## config.mk

```make
export PLATFORM = sky130hd
export DESIGN_NAME = rv32_mem_arbiter
export DESIGN_NICKNAME = d
export VERILOG_FILES = /design/src/rtl/rv32_pkg.sv /design/src/rtl/rv32_mem_arbiter.sv
export SDC_FILE = /design/constraint.sdc
export NUM_CORES = 1
export LEC_CHECK = 0
export ABC_CLOCK_PERIOD_IN_PS = 3900
export CAP_MARGIN = 0
export CORE_AREA = 2 2 107 109
export CTS_CLUSTER_DIAMETER = 30
export DETAILED_ROUTE_END_ITERATION = 6
export DIE_AREA = 0 0 109 111
export PLACE_DENSITY_LB_ADDON = 0.25
export SLEW_MARGIN = 40
export SYNTH_ARGS = -nofsm -noshare
export SYNTH_HDL_FRONTEND = slang
export SYNTH_SLANG_ARGS = --single-unit
export TNS_END_PERCENT = 1
```

## constraint.sdc

```tcl
create_clock -name clk_i -period 3.9 [get_ports clk_i]
set_input_delay 0.78 -clock clk_i [delete_from_list [all_inputs] [get_ports clk_i]]
set_output_delay 0.78 -clock clk_i [all_outputs]
set_load 0.05 [all_outputs]
```

## src/rtl/rv32_pkg.sv

```systemverilog
// Shared types and word constants for the RV32 memory arbiter.
// Latency: n/a (declarations only).
// Backpressure: n/a (declarations only).
package rv32_pkg;

    localparam int WORD_W = 32;
    localparam int BE_W   = WORD_W / 8;

    localparam logic [WORD_W-1:0] WORD_ZERO = '0;
    localparam logic [BE_W-1:0]   BE_NONE   = '0;
    localparam logic [BE_W-1:0]   BE_FULL   = '1;

    // Who the read data returning next cycle belongs to.
    typedef enum logic [1:0] {
        OWN_NONE  = 2'd0,
        OWN_IF_RD = 2'd1,
        OWN_D_RD  = 2'd2
    } owner_e;

endpackage

```

## src/rtl/rv32_mem_arbiter.sv

```systemverilog
// Two-port (fetch/data) arbiter onto one always-ready single-port memory; data has priority.
// Latency: grant combinational in the request cycle; read data and rvalid one cycle after grant.
// Backpressure: a requester waits while its gnt is low; the memory side never stalls.
//
// Ports:
//   clk_i, rst_n_i             clock, asynchronous active-low reset
//   if_*                       fetch port (read only, with flush to discard an in-flight response)
//   d_*                        data port (read or byte-enabled write)
//   mem_*                      memory port, rdata valid one cycle after an accepted read
// Build option: define RV32_ARB_FAIRNESS_EN to let a waiting fetch win after STARVE_LIMIT
// consecutive data grants; without it the data port has strict priority.
module rv32_mem_arbiter
    import rv32_pkg::*;
#(
    parameter int STARVE_LIMIT = 4,
    parameter int ADDR_W       = 32
) (
    input  logic              clk_i,
    input  logic              rst_n_i,
    // fetch port
    input  logic              if_req_i,
    input  logic [ADDR_W-1:0] if_addr_i,
    input  logic              if_flush_i,
    output logic              if_gnt_o,
    output logic              if_rvalid_o,
    output logic [WORD_W-1:0] if_rdata_o,
    // data port
    input  logic              d_req_i,
    input  logic              d_we_i,
    input  logic [BE_W-1:0]   d_be_i,
    input  logic [ADDR_W-1:0] d_addr_i,
    input  logic [WORD_W-1:0] d_wdata_i,
    output logic              d_gnt_o,
    output logic              d_rvalid_o,
    output logic [WORD_W-1:0] d_rdata_o,
    // memory port
    output logic              mem_req_o,
    output logic              mem_we_o,
    output logic [BE_W-1:0]   mem_be_o,
    output logic [ADDR_W-1:0] mem_addr_o,
    output logic [WORD_W-1:0] mem_wdata_o,
    input  logic [WORD_W-1:0] mem_rdata_i
);

    owner_e            owner_q, owner_d;
    logic              if_flush_q;     // flush level seen in the fetch grant cycle
    logic [WORD_W-1:0] if_hold_q;
    logic [WORD_W-1:0] d_hold_q;
    logic              d_win;
    logic              if_win;
    logic              fetch_due;      // fetch has waited long enough to beat data

`ifdef RV32_ARB_FAIRNESS_EN
    localparam int CNT_W = $clog2(STARVE_LIMIT + 2);

    logic [CNT_W-1:0] starve_cnt_q, starve_cnt_d;

    assign fetch_due = if_req_i && (starve_cnt_q == CNT_W'(STARVE_LIMIT));

    // Counts only data grants that happened over a waiting fetch.
    always_comb begin
        starve_cnt_d = starve_cnt_q;
        if (!if_req_i || if_win) begin
            starve_cnt_d = '0;
        end else if (d_win) begin
            starve_cnt_d = starve_cnt_q + 1'b1;
        end
    end

    always_ff @(posedge clk_i or negedge rst_n_i) begin
        if (!rst_n_i) begin
            starve_cnt_q <= '0;
        end else begin
            starve_cnt_q <= starve_cnt_d;
        end
    end
`else
    logic unused_cfg;

    assign fetch_due  = 1'b0;
    assign unused_cfg = ^STARVE_LIMIT;
`endif

    // Grants are held low during reset so nothing is accepted while rst_n_i is low.
    always_comb begin
        d_win  = rst_n_i && d_req_i && !fetch_due;
        if_win = rst_n_i && if_req_i && !d_win;
    end

    assign d_gnt_o  = d_win;
    assign if_gnt_o = if_win;

    always_comb begin
        mem_req_o   = 1'b0;
        mem_we_o    = 1'b0;
        mem_be_o    = BE_NONE;
        mem_addr_o  = '0;
        mem_wdata_o = WORD_ZERO;
        if (d_win) begin
            mem_req_o   = 1'b1;
            mem_we_o    = d_we_i;
            mem_be_o    = d_be_i;
            mem_addr_o  = d_addr_i;
            mem_wdata_o = d_wdata_i;
        end else if (if_win) begin
            mem_req_o   = 1'b1;
            mem_be_o    = BE_FULL;
            mem_addr_o  = if_addr_i;
        end
    end

    always_comb begin
        owner_d = OWN_NONE;
        if (if_win) begin
            owner_d = OWN_IF_RD;
        end else if (d_win && !d_we_i) begin
            owner_d = OWN_D_RD;
        end
    end

    // A flush in either the grant cycle or the return cycle kills the fetch response.
    assign if_rvalid_o = (owner_q == OWN_IF_RD) && !if_flush_q && !if_flush_i;
    assign d_rvalid_o  = (owner_q == OWN_D_RD);

    assign if_rdata_o = if_rvalid_o ? mem_rdata_i : if_hold_q;
    assign d_rdata_o  = d_rvalid_o  ? mem_rdata_i : d_hold_q;

    always_ff @(posedge clk_i or negedge rst_n_i) begin
        if (!rst_n_i) begin
            owner_q    <= OWN_NONE;
            if_flush_q <= 1'b0;
            if_hold_q  <= WORD_ZERO;
            d_hold_q   <= WORD_ZERO;
        end else begin
            owner_q    <= owner_d;
            if_flush_q <= if_flush_i;
            if (if_rvalid_o) begin
                if_hold_q <= mem_rdata_i;
            end
            if (d_rvalid_o) begin
                d_hold_q <= mem_rdata_i;
            end
        end
    end

endmodule
```

==> results.json <==
{
  "postSynthCellCount": 306,
  "slew_viol_final": 0,
  "die_w_um": 109,
  "cp_slowest_stage_delay_ns": 0.71,
  "rsz0062_at_grt": "false",
  "ios": 276,
  "r2r_start": "owner_q[1]",
  "syn2layout_area_growth_pct": 105,
  "power_density_mw_per_mm2": 478,
  "drv_cap": 0,
  "antenna_left": 0,
  "min_path_type": "input pin to asynchronous set/reset pin",
  "whs_ns": 0.362,
  "seq_area_frac_synth": 0.499,
  "path_max_fanout": 33,
  "place.port_buffers": 275,
  "tns_ns": 0,
  "start_util": 0.303,
  "grt_pass1_wl_um": 19700,
  "dieArea_mm2": 0.0121,
  "setup-violations-final": 0,
  "clock_sinks": 67,
  "numCtsBuffers": 9,
  "dp_hpwl_um": 10600,
  "max_slew_margin": 0.593,
  "gp_congestion": 0.852,
  "ys_warn_count": 0,
  "grt_pass1_vias": 3587,
  "antenna_found_initial": 0,
  "fp.dieH_um": 111,
  "p_int_mw": 2.00,
  "grt_max_degree": 42,
  "wl_per_cell_um": 18.2,
  "via_per_inst": 4.67,
  "drtPass1Iterations": 4,
  "cts_hold_buf": 0,
  "cp-start-kind": "input pin",
  "cts-root-buf": "clkbuf_16",
  "drc": 0,
  "skew_ns": 0.00870,
  "path_clk_slew_ns": 0.06,
  "ys_ff_latch": 67,
  "drive_gt1_frac": 0.253,
  "min_period_ns": 3.64,
  "cp-end-kind": "output port",
  "status": "completed",
  "switching_power_mw": 1.29,
  "grtUsageTotal": 0.213,
  "switching_share": 0.392,
  "cts_buffer_depth": 2,
  "peakVddDrop_mv": 0.292,
  "final_util": 0.623,
  "cts-resized-gates": 0,
  "leakage_nw": 2.91,
  "hold_viol_final": 0,
  "reg2regPathDepth": 3,
  "via_count": 3359,
  "crit_top_cell": "clkdlybuf4s50_1",
  "fin_cells": 720,
  "post-route-period-util": 0.934,
  "dp.cells": 704,
  "avgSynthCellArea_um2": 11.0,
  "syn_nets": 444,
  "final_cell_area_mm2": 0.00690,
  "nNetsFinal": 710,
  "critPathRequiredTime_ns": 3.12,
  "fill_cells": 906,
  "multi_input_area_mm2": 0.00155,
  "worst_slew_pin_slew_ns": 0.609,
  "r2r_end": "d_hold_q[28]",
  "rows": 39,
  "max_clock_freq_mhz": 274,
  "clockPowerShare": 0.264,
  "grt-ovfl-total": 0,
  "placed_cell_area_mm2": 0.00658,
  "syn-cell-area_mm2": 0.00336,
  "ys_types": 17,
  "htreeDepth": 3,
  "postCtsSetupBuffers": 0,
  "reg2reg_setup_slack_ns": 2.24,
  "pwr-share-comb": 0.469,
  "worstPathCellList": "clkdlybuf4s50_1 -> nor4b_4 -> buf_12 -> mux2_2 -> clkdlybuf4s50_1",
  "cp_slowest_cell": "clkdlybuf4s50_1",
  "crit_arrival_ns": 2.86,
  "seq_area_mm2": 0.00168,
  "core_mm2": 0.0111,
  "sequentialPowerShare": 0.267,
  "antennaDiodeCount": 0,
  "worstSetupPathType": "input pin to output port",
  "clock_latency_ns": 0.32,
  "cts_tree": "yes",
  "drt_iter0_drc": 113,
  "wl_um": 13100
}
## cell type report
class | instances | area share
sequential | 67 | 0.243
inverter | 1 | 0.000544
clock buffer | 9 | 0.0326
clock inverter | 7 | 0.0143
timing repair buffer | 284 | 0.459
tap | 143 | 0.0259
multi-input combinational | 209 | 0.225
## cells in the mapped netlist
master     n  area [µm²]
a21oi_1   36         180
and2_1     1        6.26
and3_1    33         206
buf_1      1        3.75
buf_2      5        25.0
buf_6      3        33.8
clkbuf_1  20        75.1
dfrtp_1   67        1680
inv_1      1        3.75
mux2_1     1        11.3
mux2_2    63         709
nand2_1   36         135
nand2b_1   1        6.26
nand3b_1  32         240
nor2_1     3        11.3
nor2b_1    2        12.5
nor4b_4    1        23.8
## flip-flops by register name (all words and copies together) (netlist names)
name	cells
if_flush_q	1
d_hold_q	32
owner_q	2
if_hold_q	32
## power by group through the flow
stage | clock network [mW] | registers (mW) | logic (mW)
after global placement | 0 | 0.886 | 1.53
final | 0.872 | 0.879 | 1.55
after CTS | 0.891 | 0.881 | 1.56
after floorplan | 0 | 0.879 | 0.946
after global routing | 0.919 | 0.894 | 1.61
after detailed placement | 0 | 0.894 | 1.55
## layer usage
metal  global-route usage  part of all wire
met5                    0                 0
met2                0.379              0.51
met1                0.231              0.37
met3               0.0676             0.086
met4               0.0803             0.032
## placed cells by master (no fill, tap or decap), drive strengths merged
master,n
clkdlybuf4s50,219
dfrtp,67
buf,65
mux2,64
nand2,36
a21oi,36
and3,33
nand3b,32
clkbuf,9
nor2,3
inv,3
bufinv,2
nor2b,2
clkinv,2
nand2b,1
nor4b,1
and2,1
clkinvlp,1
## worst max path at each step
stage,slack [ns],from,to,cells past startpoint
6_report,0.26,if_flush_i,if_rdata_o[14],5
5_1_grt,0.21,if_flush_i,if_rdata_o[14],5
4_1_cts,0.25,if_flush_i,if_rdata_o[26],5
2_1_floorplan,0.97,if_req_i,mem_addr_o[22],4
3_5_place_dp,0.25,if_flush_i,if_rdata_o[26],5
3_3_place_gp,0.29,if_flush_i,if_rdata_o[15],5
## cells by family after synthesis
group                  Yosys count  synth area share
buffers and inverters           30            0.0421
muxes                           64             0.214
DFF                             67             0.499
AOI/OAI and AO/OA               36            0.0536
and+or+nand+nor                109             0.191
## critical path: cells and delay by family
| kind | cells | cell delay [ns] |
|---|---|---|
| simple gates | 1 | 0.27 |
| buf+inv | 3 | 1.41 |
| mux | 1 | 0.38 |
## per-stage QoR
stage / power [mW] / setup WS [ns]
after detailed placement: 2.45 / 0.252
after global routing: 3.42 / 0.209
after global placement: 2.42 / 0.290
final: 3.30 / 0.257
after floorplan: 1.83 / 0.967
after CTS: 3.33 / 0.248
Note: power is estimated with default switching activity, not from simulation.
